--- src/rtl/ram_arbiter.sv ---
// ram_arbiter: two-port round-robin arbiter sharing one RAM (1-cycle registered read).
// Optional build macro RAM_ARB_LOCK_EN adds i_a_lock for atomic port-A read-modify-write.
module ram_arbiter #(
  parameter int g_RAM_WIDTH = 9,
  parameter int g_RAM_ADDR  = 11
) (
  input  logic                   i_clk,
  input  logic                   i_rst,
  input  logic                   i_a_req,
  input  logic                   i_a_we,
  input  logic [g_RAM_ADDR-1:0]  i_a_addr,
  input  logic [g_RAM_WIDTH-1:0] i_a_wdata,
`ifdef RAM_ARB_LOCK_EN
  input  logic                   i_a_lock,
`endif
  output logic                   o_a_gnt,
  output logic                   o_a_rvalid,
  output logic [g_RAM_WIDTH-1:0] o_a_rdata,
  input  logic                   i_b_req,
  input  logic                   i_b_we,
  input  logic [g_RAM_ADDR-1:0]  i_b_addr,
  input  logic [g_RAM_WIDTH-1:0] i_b_wdata,
  output logic                   o_b_gnt,
  output logic                   o_b_rvalid,
  output logic [g_RAM_WIDTH-1:0] o_b_rdata,
  output logic                   o_ram_en,
  output logic                   o_ram_we,
  output logic                   o_ram_re,
  output logic [g_RAM_ADDR-1:0]  o_ram_addr,
  output logic [g_RAM_WIDTH-1:0] o_ram_data,
  input  logic [g_RAM_WIDTH-1:0] i_ram_data
);

  localparam logic [0:0] PTR_A = 1'b0;
  localparam logic [0:0] PTR_B = 1'b1;

  logic [0:0]             r_ptr;
  logic                   w_a_gnt;
  logic                   w_b_gnt;
  logic                   w_a_acc;
  logic                   w_b_acc;
  logic                   w_acc;
  logic                   w_locked;
  logic                   w_sel_we;
  logic [g_RAM_ADDR-1:0]  w_sel_addr;
  logic [g_RAM_WIDTH-1:0] w_sel_wdata;

  logic                   r_ram_en;
  logic                   r_ram_we;
  logic                   r_ram_re;
  logic [g_RAM_ADDR-1:0]  r_ram_addr;
  logic [g_RAM_WIDTH-1:0] r_ram_data;

  logic                   r_tag1_vld;
  logic [0:0]             r_tag1_port;
  logic                   r_tag2_vld;
  logic [0:0]             r_tag2_port;

  logic                   r_a_rvalid;
  logic                   r_b_rvalid;
  logic [g_RAM_WIDTH-1:0] r_a_rdata;
  logic [g_RAM_WIDTH-1:0] r_b_rdata;

`ifdef RAM_ARB_LOCK_EN
  localparam logic [0:0] ST_OPEN   = 1'b0;
  localparam logic [0:0] ST_LOCKED = 1'b1;

  logic [0:0] r_lock_state;

  // Lock FSM: any port-A accept reloads the state from i_a_lock
  always_ff @(posedge i_clk) begin
    if (i_rst) begin
      r_lock_state <= ST_OPEN;
    end else if (w_a_acc) begin
      r_lock_state <= i_a_lock ? ST_LOCKED : ST_OPEN;
    end else begin
      r_lock_state <= r_lock_state;
    end
  end

  assign w_locked = (r_lock_state == ST_LOCKED);
`else
  assign w_locked = 1'b0;
`endif

  // Grant selection: idle ports still show the pointer port as granted
  always_comb begin
    w_a_gnt = 1'b0;
    w_b_gnt = 1'b0;
    if (i_rst) begin
      w_a_gnt = 1'b0;
      w_b_gnt = 1'b0;
    end else if (w_locked) begin
      w_a_gnt = 1'b1;
      w_b_gnt = 1'b0;
    end else begin
      case ({i_a_req, i_b_req})
        2'b10: begin
          w_a_gnt = 1'b1;
          w_b_gnt = 1'b0;
        end
        2'b01: begin
          w_a_gnt = 1'b0;
          w_b_gnt = 1'b1;
        end
        default: begin
          w_a_gnt = (r_ptr == PTR_A);
          w_b_gnt = (r_ptr == PTR_B);
        end
      endcase
    end
  end

  assign w_a_acc = i_a_req & w_a_gnt;
  assign w_b_acc = i_b_req & w_b_gnt;
  assign w_acc   = w_a_acc | w_b_acc;

  assign w_sel_we    = w_b_acc ? i_b_we    : i_a_we;
  assign w_sel_addr  = w_b_acc ? i_b_addr  : i_a_addr;
  assign w_sel_wdata = w_b_acc ? i_b_wdata : i_a_wdata;

  // Pointer always moves to the port that was not accepted
  always_ff @(posedge i_clk) begin
    if (i_rst) begin
      r_ptr <= PTR_A;
    end else if (w_a_acc) begin
      r_ptr <= PTR_B;
    end else if (w_b_acc) begin
      r_ptr <= PTR_A;
    end else begin
      r_ptr <= r_ptr;
    end
  end

  // Issue stage: strobes pulse for one cycle, address/data hold when idle
  always_ff @(posedge i_clk) begin
    if (i_rst) begin
      r_ram_en   <= 1'b0;
      r_ram_we   <= 1'b0;
      r_ram_re   <= 1'b0;
      r_ram_addr <= {g_RAM_ADDR{1'b0}};
      r_ram_data <= {g_RAM_WIDTH{1'b0}};
    end else if (w_acc) begin
      r_ram_en   <= 1'b1;
      r_ram_we   <= w_sel_we;
      r_ram_re   <= ~w_sel_we;
      r_ram_addr <= w_sel_addr;
      r_ram_data <= w_sel_we ? w_sel_wdata : {g_RAM_WIDTH{1'b0}};
    end else begin
      r_ram_en   <= 1'b0;
      r_ram_we   <= 1'b0;
      r_ram_re   <= 1'b0;
      r_ram_addr <= r_ram_addr;
      r_ram_data <= r_ram_data;
    end
  end

  // Read tag pipeline: stage 1 tracks the RAM strobe, stage 2 the RAM output
  always_ff @(posedge i_clk) begin
    if (i_rst) begin
      r_tag1_vld  <= 1'b0;
      r_tag1_port <= PTR_A;
      r_tag2_vld  <= 1'b0;
      r_tag2_port <= PTR_A;
    end else begin
      r_tag1_vld  <= w_acc & ~w_sel_we;
      r_tag1_port <= w_b_acc ? PTR_B : PTR_A;
      r_tag2_vld  <= r_tag1_vld;
      r_tag2_port <= r_tag1_port;
    end
  end

  // Read return: only the tagged port updates its data register
  always_ff @(posedge i_clk) begin
    if (i_rst) begin
      r_a_rvalid <= 1'b0;
      r_b_rvalid <= 1'b0;
      r_a_rdata  <= {g_RAM_WIDTH{1'b0}};
      r_b_rdata  <= {g_RAM_WIDTH{1'b0}};
    end else begin
      r_a_rvalid <= r_tag2_vld & (r_tag2_port == PTR_A);
      r_b_rvalid <= r_tag2_vld & (r_tag2_port == PTR_B);
      if (r_tag2_vld && (r_tag2_port == PTR_A)) begin
        r_a_rdata <= i_ram_data;
      end else begin
        r_a_rdata <= r_a_rdata;
      end
      if (r_tag2_vld && (r_tag2_port == PTR_B)) begin
        r_b_rdata <= i_ram_data;
      end else begin
        r_b_rdata <= r_b_rdata;
      end
    end
  end

  assign o_a_gnt    = w_a_gnt;
  assign o_b_gnt    = w_b_gnt;
  assign o_a_rvalid = r_a_rvalid;
  assign o_b_rvalid = r_b_rvalid;
  assign o_a_rdata  = r_a_rdata;
  assign o_b_rdata  = r_b_rdata;
  assign o_ram_en   = r_ram_en;
  assign o_ram_we   = r_ram_we;
  assign o_ram_re   = r_ram_re;
  assign o_ram_addr = r_ram_addr;
  assign o_ram_data = r_ram_data;

endmodule

--- config.mk ---
export PLATFORM = sky130hd
export DESIGN_NAME = ram_arbiter
export DESIGN_NICKNAME = d
export VERILOG_FILES = /design/src/rtl/ram_arbiter.sv
export SDC_FILE = /design/constraint.sdc
export NUM_CORES = 1
export LEC_CHECK = 0
export CAP_MARGIN = 15
export CORE_AREA = 5 5 86 88
export DETAILED_ROUTE_END_ITERATION = 6
export DIE_AREA = 0 0 91 93
export HOLD_SLACK_MARGIN = 0.15
export MAX_ROUTING_LAYER = met4
export PLACE_DENSITY = 0.69
export SLEW_MARGIN = 20
export SYNTH_ARGS = -nofsm -noshare
export SYNTH_HDL_FRONTEND = slang
export SYNTH_SLANG_ARGS = --single-unit
--- constraint.sdc ---
create_clock -name i_clk -period 2.4 [get_ports i_clk]
set_clock_uncertainty 0.2 [all_clocks]
set_input_delay 0.48 -clock i_clk [delete_from_list [all_inputs] [get_ports i_clk]]
set_output_delay 0.48 -clock i_clk [all_outputs]
set_load 0.01 [all_outputs]
==> flow_metrics.tcl <==
set metrics [dict create \
    drv_cap 0 \
    yosysWarnings 0 \
    clkTransAtPathRegs_ps 90 \
    finalSetupViolCount 0 \
    fin_util 0.485 \
    clock-sinks 48 \
    grt.total_usage 0.125 \
    routed_via_density 4.52 \
    die_h_um 93 \
    crit_slowest_cell "dlygate4sd2_1" \
    register_area_um2 961 \
    hp-class "reg -> reg" \
    multi_input_comb_area_um2 893 \
    globalplace.congestion 0.809 \
    cts_buffer_depth 2 \
    syn_to_final_growth_pct 66.3 \
    rr_startpoint "r_ptr$_SDFFE_PP0P_" \
    ir_worst_vdd_mv 0.253 \
    p_total_mw 1.68 \
    drt_iter0_drc 39 \
    fill_cells 655 \
    syn_area_um2 1910 \
    synth_seq_cells 48 \
    wirelength_um 5200 \
    maxSlewViolCount 0 \
    min_from "r_tag1_port$_SDFF_PP0_" \
    layout_common_cells "clkdlybuf4s50_1, nand2_1, dfxtp_1" \
    crit_start "i_b_req" \
    initial_utilization 0.291 \
    required_ps 1720 \
    fp.dieW_um 91 \
    ys_seq_area_frac 0.502 \
    critPathMaxStageDelay_ps 280 \
    grt-ovfl-total 0 \
    final_hold_viol_count 0 \
    r2r_cells 5 \
    nNetsFinal 369 \
    insertion_delay_ps 290 \
    drc_errors 0 \
    wl_per_cell_um 13.2 \
    ys_types 26 \
    synth_top_area_cell "dfxtp_1" \
    diodes 0 \
    core_um2 6570 \
    critical_path_class "in -> out" \
    grt_pass1_wl_um 8400 \
    grt_pass1_vias 1745 \
    syn_avg_cell_area_um2 9.29 \
    r2r_setup_slack_ps 600 \
    drtPass1Iterations 4 \
    cp-start-kind "primary input" \
    timing.rr.end "o_ram_data[0]$_SDFFE_PP0P_" \
    antenna_found_initial 0 \
    io_pins 100 \
    syn_nets 263 \
    num_rows 30 \
    synth.area.top_cells "dfxtp_1, mux2i_1, nand2_1" \
    mostFrequentLayoutCell "clkdlybuf4s50_1" \
    grt_max_degree 36 \
    finalCriticalPeriod_ps 2330 \
    yosysTopAreaCellShare 0.502 \
    dp_hpwl_um 3910 \
    powerDensity_nw_per_um2 529 \
    num_vias 1777 \
    critPathArrivalTime_ps 1650 \
    cts_tree "done" \
    min_to "r_tag2_port$_SDFF_PP0_" \
    power_leakage_nw 1.26 \
    path_max_fanout 3 \
    cp_cell_sequence "dlygate4sd2_1 > ha_4 > buf_4 > mux2i_4 > nor2_1 > clkdlybuf4s15_2" \
    max_freq_mhz 429 \
    hold_depth 1 \
    rsz0062_at_grt "no" \
    fp.dieArea_um2 8460 \
    end_kind "primary output" \
    htreeDepth 2 \
    numCtsBuffers 5 \
    worst_pin_slew_ps 601 \
    period_share 0.970 \
    status "finished clean" \
    drive_gt1_frac 0.0927 \
    antenna_left 0 \
    hold_buffers 0 \
    cts-root-buf "clkbuf_8" \
    slew-limit-headroom 0.594 \
    portBuffers 99 \
    hold_ws_ps 253 \
    syn_inst 206 \
]
==> cells in the mapped netlist <==
cell / instances
nor2b_1: 13
ha_1: 2
o21ai_0: 11
and2_1: 1
inv_1: 3
o21ai_1: 1
o2bb2ai_1: 9
buf_6: 2
or2b_1: 1
dfxtp_1: 48
nor2_1: 4
nand2b_1: 2
a41oi_4: 1
or3_1: 2
a211o_1: 1
a211oi_1: 1
buf_4: 2
buf_1: 2
buf_2: 2
nor3b_4: 1
inv_2: 1
a21oi_1: 20
nor4b_1: 1
mux2i_1: 21
clkbuf_1: 5
nand2_1: 49
==> report_power, final <==
part / internal, mW / total, mW / switching, mW
sequential: 0.835 / 0.853 / 0.0182
combinational: 0.207 / 0.327 / 0.120
clock: 0.235 / 0.504 / 0.270
==> worst max-delay path, delay by kind of cell <==
kind	cells	cell delay, ps
fa+ha+maj	1	280
buf+inv	3	610
mux	1	220
simple gates	1	60
==> routing by layer <==
layer / part of all wire / track usage / wire (um) / up-vias
met1: 0.45 / 0.154 / 2350 / 790
met2: 0.43 / 0.187 / 2260 / 77
met3: 0.098 / 0.0507 / 507 / 6
met5: 0 / - / 0 / -
li1: - / - / - / 904
met4: 0.016 / 0.0379 / 82 / 0
==> kinds of logic after synthesis <==
logic type / after synthesis / share of synthesized area
and+or+nand+nor: 74 / 0.181
DFF: 48 / 0.502
AOI/OAI and AO/OA: 44 / 0.148
muxes: 21 / 0.110
buffers and inverters: 17 / 0.0464
adders and majority gates: 2 / 0.0131
==> sequential cells by signal, indices dropped and copies added, names as in the netlist <==
register and flops:
r_tag1_port 1, o_ram_re 1, o_b_rdata 9, o_a_rvalid 1, r_ptr 1, o_ram_addr 11
o_b_rvalid 1, o_ram_we 1, r_tag2_vld 1, o_a_rdata 9, r_tag2_port 1, r_tag1_vld 1
o_ram_en 1, o_ram_data 9
==> per-stage QoR <==
step	instance area [um2]	TNS (ps)	instances	setup slack [ps]
3_3_place_gp	3050	-10430	384	-562
6_report	3180	0	393	71.6
5_1_grt	3180	0	393	4.69
2_1_floorplan	1910	0	206	233
4_1_cts	3150	0	392	54.5
3_5_place_dp	3050	-12020	384	-603
==> area by class of cell <==
type / count / share of cell area
Clock buffer: 7 / 0.0271
Clock inverter: 1 / 0.00236
Inverter: 4 / 0.00472
Multi-Input combinational cell: 141 / 0.281
Sequential cell: 48 / 0.302
Tap cell: 80 / 0.0314
Timing Repair Buffer: 112 / 0.352
==> worst max-delay path by stage <==
stage	to	cells after the start
after global routing	o_ram_data[6]$_SDFFE_PP0P_	8
after floorplan	o_ram_data[0]$_SDFFE_PP0P_	7
after global placement	o_a_gnt	6
after CTS	o_b_gnt	7
after detailed placement	o_a_gnt	6
final	o_b_gnt	6
==> timing repair <==
action	in CTS	in global routing
gates cloned	0	0
pin swaps	1	1
buffers inserted	0	1
gates resized for setup	13	1
endpoints found under the setup margin	26	10
(Power assumes the default switching activity.)
